[src/rtl/gmii_rx_framer_pkg.sv]
// Shared types and constants for the GMII receive framer.
package gmii_rx_framer_pkg;

  typedef enum logic [1:0] {
    StIdle,
    StPreamble,
    StData,
    StDrop
  } state_e;

  localparam logic [7:0]  PreambleByte = 8'h55;
  localparam logic [7:0]  SfdByte      = 8'hD5;
  localparam logic [31:0] CrcResidue   = 32'hC704DD7B;
  localparam int unsigned LenW         = 12;

endpackage

[src/rtl/crc32_d8.sv]
// Combinational CRC-32 (IEEE 802.3) step over one byte, bits consumed LSB first,
// register kept in non-reflected (MSB-first) form.
module crc32_d8 (
  input  logic [7:0]  iv_data,
  input  logic [31:0] iv_crc,
  output logic [31:0] ov_crc
);

  localparam logic [31:0] Poly = 32'h04C11DB7;

  logic [31:0] crc_v;
  logic        fb;

  always_comb begin
    crc_v = iv_crc;
    fb    = 1'b0;
    for (int i = 0; i < 8; i++) begin
      fb    = crc_v[31] ^ iv_data[i];
      crc_v = {crc_v[30:0], 1'b0} ^ (fb ? Poly : 32'h0);
    end
    ov_crc = crc_v;
  end

endmodule

[src/rtl/gmii_rx_framer.sv]
// GMII receive framer: strips preamble/SFD, delimits frames and keeps frame counters.
// Optional CRC-32 check is built when GMII_RX_CRC_CHECK_EN is defined.
module gmii_rx_framer
  import gmii_rx_framer_pkg::*;
#(
  parameter int unsigned MIN_LEN = 64,
  parameter int unsigned MAX_LEN = 1522
) (
  input  logic            i_clk,
  input  logic            i_rst_n,
  input  logic            i_gmii_dv,
  input  logic [7:0]      iv_gmii_rxd,
  input  logic            i_gmii_er,
  output logic [7:0]      ov_data,
  output logic            o_data_wr,
  output logic            o_sop,
  output logic            o_eop,
  output logic            o_frame_err,
  output logic [LenW-1:0] ov_frame_len,
  output logic [15:0]     ov_rx_frame_cnt,
  output logic [15:0]     ov_err_frame_cnt
);

  localparam logic [LenW-1:0] MinLen = LenW'(MIN_LEN);
  localparam logic [LenW-1:0] MaxLen = LenW'(MAX_LEN);

  state_e          state_q, state_d;
  logic            first_q;
  logic [7:0]      hold_q;
  logic            hold_vld_q, hold_sop_q;
  logic [LenW-1:0] len_q;
  logic            err_q;
  logic [7:0]      data_q;
  logic            wr_q, sop_q, eop_q, frame_err_q;
  logic [LenW-1:0] frame_len_q;
  logic [15:0]     rx_cnt_q, err_cnt_q;

  logic accept, sfd_hit, empty_end, last, crc_bad, frame_bad;

  assign accept    = (state_q == StData) && i_gmii_dv;
  assign sfd_hit   = (state_q == StPreamble) && i_gmii_dv && (iv_gmii_rxd == SfdByte);
  assign empty_end = (state_q == StData) && !i_gmii_dv && (len_q == '0);
  // The held byte is the last one when no further byte is accepted this cycle.
  assign last      = hold_vld_q && !accept;
  assign frame_bad = err_q || (len_q < MinLen) || (len_q > MaxLen) || crc_bad;

  always_comb begin
    state_d = state_q;
    unique case (state_q)
      StIdle: begin
        // dv already high on the first sampled cycle means we joined mid-frame.
        if (i_gmii_dv) begin
          state_d = (first_q || iv_gmii_rxd != PreambleByte) ? StDrop : StPreamble;
        end
      end
      StPreamble: begin
        if (!i_gmii_dv)                       state_d = StIdle;
        else if (iv_gmii_rxd == SfdByte)      state_d = StData;
        else if (iv_gmii_rxd != PreambleByte) state_d = StDrop;
      end
      StData:  if (!i_gmii_dv) state_d = StIdle;
      StDrop:  if (!i_gmii_dv) state_d = StIdle;
      default: state_d = StIdle;
    endcase
  end

`ifdef GMII_RX_CRC_CHECK_EN
  logic [31:0] crc_q, crc_next;

  crc32_d8 u_crc32_d8 (
    .iv_data (iv_gmii_rxd),
    .iv_crc  (crc_q),
    .ov_crc  (crc_next)
  );

  always_ff @(posedge i_clk or negedge i_rst_n) begin
    if (!i_rst_n) begin
      crc_q <= '1;
    end else if (sfd_hit) begin
      crc_q <= '1;
    end else if (accept) begin
      crc_q <= crc_next;
    end
  end

  assign crc_bad = (crc_q != CrcResidue);
`else
  assign crc_bad = 1'b0;
`endif

  always_ff @(posedge i_clk or negedge i_rst_n) begin
    if (!i_rst_n) begin
      state_q     <= StIdle;
      first_q     <= 1'b1;
      hold_q      <= '0;
      hold_vld_q  <= 1'b0;
      hold_sop_q  <= 1'b0;
      len_q       <= '0;
      err_q       <= 1'b0;
      data_q      <= '0;
      wr_q        <= 1'b0;
      sop_q       <= 1'b0;
      eop_q       <= 1'b0;
      frame_err_q <= 1'b0;
      frame_len_q <= '0;
      rx_cnt_q    <= '0;
      err_cnt_q   <= '0;
    end else begin
      state_q <= state_d;
      first_q <= 1'b0;

      data_q      <= hold_q;
      wr_q        <= hold_vld_q;
      sop_q       <= hold_vld_q && hold_sop_q;
      eop_q       <= last;
      frame_err_q <= last && frame_bad;
      frame_len_q <= last ? len_q : '0;

      hold_vld_q <= accept;
      if (accept) begin
        hold_q     <= iv_gmii_rxd;
        hold_sop_q <= (len_q == '0);
      end

      if (sfd_hit) begin
        len_q <= '0;
        err_q <= 1'b0;
      end else if (accept) begin
        len_q <= (len_q == '1) ? len_q : len_q + 1'b1;
        err_q <= err_q | i_gmii_er;
      end

      if (last) begin
        if (frame_bad) err_cnt_q <= err_cnt_q + 16'd1;
        else           rx_cnt_q  <= rx_cnt_q + 16'd1;
      end else if (empty_end) begin
        err_cnt_q <= err_cnt_q + 16'd1;
      end
    end
  end

  assign ov_data          = data_q;
  assign o_data_wr        = wr_q;
  assign o_sop            = sop_q;
  assign o_eop            = eop_q;
  assign o_frame_err      = frame_err_q;
  assign ov_frame_len     = frame_len_q;
  assign ov_rx_frame_cnt  = rx_cnt_q;
  assign ov_err_frame_cnt = err_cnt_q;

endmodule

[config.mk]
export PLATFORM = sky130hd
export DESIGN_NAME = gmii_rx_framer
export DESIGN_NICKNAME = d
export VERILOG_FILES = /design/src/rtl/gmii_rx_framer_pkg.sv /design/src/rtl/crc32_d8.sv /design/src/rtl/gmii_rx_framer.sv
export SDC_FILE = /design/constraint.sdc
export NUM_CORES = 1
export LEC_CHECK = 0
export BUFFER_PORTS_ARGS = -buffer_cell sky130_fd_sc_hd__buf_4
export CAP_MARGIN = 20
export CORE_MARGIN = 5
export CORE_UTILIZATION = 55
export CTS_BUF_LIST = sky130_fd_sc_hd__clkbuf_16
export CTS_CLUSTER_SIZE = 10
export DETAILED_ROUTE_END_ITERATION = 12
export PLACE_DENSITY = 0.82
export SLEW_MARGIN = 10
export SYNTH_ARGS = -nofsm -noshare
export SYNTH_HDL_FRONTEND = slang
export SYNTH_SLANG_ARGS = --single-unit
[constraint.sdc]
create_clock -name i_clk -period 2.25 [get_ports i_clk]
set_input_delay 0.225 -clock i_clk [delete_from_list [all_inputs] [get_ports i_clk]]
set_output_delay 0.225 -clock i_clk [all_outputs]
set_load 0.005 [all_outputs]
==> summary.txt <==
Synth
  – #FFs+latches synth: 82
  – Post-synthesis sequential area ratio: 0.575
  – Mapped Avg Cell Area: around 11 um2
  – Ys Warns: 0
  – Cell Area, Synth: 3570 um2
  – Primary FF master, synth: dfrtp_1
  – Post-Syn Instances: 313
  – Synth async-reset ratio: 1.00
  – Number of synthesized flops with an enable pin: 0
  – Mapped Nets: 329
  – Synth cell types: 47

Cells and area
  – Nets@finish: just over 400
  – # diodes: 0
  – Final core utilization: 0.708
  – Layout area overhead: 26.0%
  – Post-route cell area: between 4000 and 5000 um2
  – Share of cells above drive strength 1: 0.261

GRT
  – Grt met3 use: 0.0558
  – Maximum number of pins on one net before global-route repair: 46
  – Met2 usage: 0.306
  – Busiest grt layer: met2
  – GRT Util Overall: 0.193
  – Initial antenna violation count: 0
  – Grt ovf: 0
  – First-pass GRT wire length: 12900 um
  – Vias in the first global route: 2664
  – Met1 Usage GRT: 0.249

Power
  – PwrDens: 851 nW/um2
  – VDD IR max: around 0.00059 V
  – Power Total: roughly 3.8 mW
  – P_leak: between 2 and 2.5 nW

STA
  – Accumulated negative setup slack: 0 ns
  – Final hold vios: 0
  – Unrepaired setup endpoints after global routing: false
  – Pins Over Slew Limit: 0
  – Max_slew headroom: 0.576
  – Worst slew pin tran: 0.636 ns
  – Peak Freq: 0.486 GHz
  – Crit path time final: 2.06 ns
  – Period utilization: 0.914
  – Worst clock skew: 0.00615 ns
  – Setup violations, final: 0

Route
  – DRC violations left: 0
  – Detailed Route WL: 7430 um
  – DR iter-0 viols: 129
  – Routed vias: 2589
  – Final ANT Viol Nets: 0
  – Drt first pass iters: 4
  – Drt via density: ~5.5
  – Drt wl/cell: 15.8 um

Setup path
  – CP peak stage delay: 0.56 ns
  – Crit path required time: 2.46 ns
  – CP cell instances: and4bb_1 -> a31oi_1 -> o32ai_4 -> mux2_2
  – Worst setup path category: flip-flop to flip-flop
  – Crit start category: flip-flop
  – R2r worst-path depth: 4
  – Reg2reg start: len_q[9]
  – Worst path arrival time: 2.27 ns
  – Flop2flop setup slack: 0.19 ns
  – Critical-path top delay cell: o32ai_4
  – CP Capture Type: flip-flop
  – Bufs and invs on worst path: 0
  – CP Max Fanout: 16
  – Crit path max-delay family: compound AO/OA/AOI/OAI gates
  – Worst R2R End: ov_err_frame_cnt[1]

Clock tree
  – Setup Fix Bufs, Post-CTS: 0
  – Clock sinks: 82
  – CTS tree: done
  – Cts repair resizes: 0
  – Worst skew pair latency: 0.33 ns
  – Clock root buffer master: clkbuf_16
  – Max clock buf depth: 2
  – H-tree depth: 3
  – Clock slew at reported path FFs: around 0.060 ns
  – TritonCTS Buffers: 9

Placement
  – Dpl hpwl: 5210 um
  – I/O Buffers: 67
  – Placement Cell Area: 4180 um2
  – RePlAce Congestion: 0.817

Flow run
  – Max-cap viol count: 0

Floorplan
  – Die width: ~91 um
  – Cell row count: 29
  – IO Pins: 68
  – DIE AREA: 8200 um2
  – Starting Density: 0.562
  – Core region area: 6350 um2
  – Die H: a little over 90 um

Outcome
  – Outcome: finished, final reports clean

Min path
  – Hold path endpoint: hold_q[5]
  – Startpoint of the worst hold path: iv_gmii_rxd[5]
  – HP Class: input pin to flip-flop
  – Hold depth: 3
[per-layer routing]
metal	up-vias	routed length, um	share of wire
met1	1269	3130	0.42
met4	0	121	0.016
met5	-	0	0
met3	13	436	0.059
met2	76	3740	0.50
li1	1231	-	-
[kinds of logic (layout without fill, tap and decap cells)]
| kind of cell | after synthesis | count (layout) | synth area share |
|---|---|---|---|
| adders and majority gates | 4 | 4 | 0.0140 |
| xor gates and xnor gates | 39 | 39 | 0.0957 |
| other | 1 | 1 | 0.00105 |
| and+or+nand+nor | 150 | 150 | 0.239 |
| muxes | 4 | 4 | 0.0119 |
| buffers and inverters | 19 | 100 | 0.0249 |
| DFF | 82 | 82 | 0.575 |
| AOI/OAI and AO/OA | 14 | 14 | 0.0382 |
[cell type report]
class	instances	area, um2
flip-flops and latches	82	2050
fillers	450	1850
multi-input cells	212	1430
repair buffers	76	586
clock buffers	9	225
well taps	77	96.3
clock inverters	7	78.8
inverters	8	30.0
[cell usage in the layout (no fill, tap or decap), types with 2 or more instances in the layout]
master / synthesis / final
nand2b_1: 2 / 2
nor3_1: 4 / 4
and3_1: 21 / 21
mux2i_1: 2 / 2
nor3_2: 4 / 4
bufinv_16: 0 / 2
dfrtp_1: 81 / 81
xor2_1: 22 / 22
a31oi_1: 2 / 2
nor4_1: 2 / 2
nor2_1: 23 / 23
ha_1: 4 / 4
inv_1: 8 / 11
a21oi_1: 4 / 4
mux2_2: 2 / 2
and2_1: 6 / 6
nand4_1: 13 / 13
xnor2_1: 17 / 17
clkbuf_16: 0 / 9
nor4_2: 2 / 2
nand2_1: 38 / 38
clkinv_1: 0 / 2
buf_4: 0 / 74
nand3_1: 17 / 17
nor4b_1: 3 / 3
and4_1: 5 / 5
[through the flow]
step	cells	hold WS (ns)	worst slack [ns]
floorplan	313	-0.0706	0.496
global placement	454	0.212	0.285
detailed placement	454	0.219	0.226
CTS	471	0.0866	0.194
global route	471	0.109	0.0501
finish	471	0.0933	0.194
[state kept, by name, indices dropped and copies added (netlist names), 2 cells and up]
name	cells
hold_q	8
ov_frame_len	12
ov_data	8
ov_err_frame_cnt	16
len_q	12
state_q	2
ov_rx_frame_cnt	16
[worst max-delay path by stage]
stage,from,to,slack (ns),cells after the start
6_report,len_q[9],ov_err_frame_cnt[1],0.19,4
5_1_grt,len_q[11],ov_err_frame_cnt[3],0.05,5
4_1_cts,len_q[9],ov_err_frame_cnt[1],0.19,4
3_5_place_dp,len_q[9],ov_err_frame_cnt[1],0.23,4
3_3_place_gp,len_q[9],ov_err_frame_cnt[1],0.29,4
2_1_floorplan,len_q[3],ov_rx_frame_cnt[1],0.50,6
[where the power goes]
group | internal [mW] | total [mW] | switching, mW
logic | 0.267 | 0.549 | 0.282
clock network | 0.951 | 1.47 | 0.522
registers | 1.64 | 1.81 | 0.171
total | 2.85 | 3.83 | 0.975
[what timing repair did]
action,4_1_cts,5_1_grt
endpoints found under the setup margin,0,0
hold buffers,1,0
hold endpoints to repair,37,0
[Yosys cell counts, drive strengths merged (5+ instances only)]
cell type	number	area share
and3	22	0.040
and2	6	0.011
nand2	39	0.043
xnor2	17	0.042
xor2	22	0.054
nor3	8	0.017
clkbuf	7	0.0077
nand4	14	0.026
nand3	17	0.024
and4	5	0.012
dfrtp	81	0.57
nor2	23	0.024
inv	8	0.0084
[worst min-delay path, cell delays in order]
cell and delay, ns:
buf_4 0.08, nand2_1 0.04, nand2_1 0.05
Note: power is estimated with default switching activity, not from simulation.
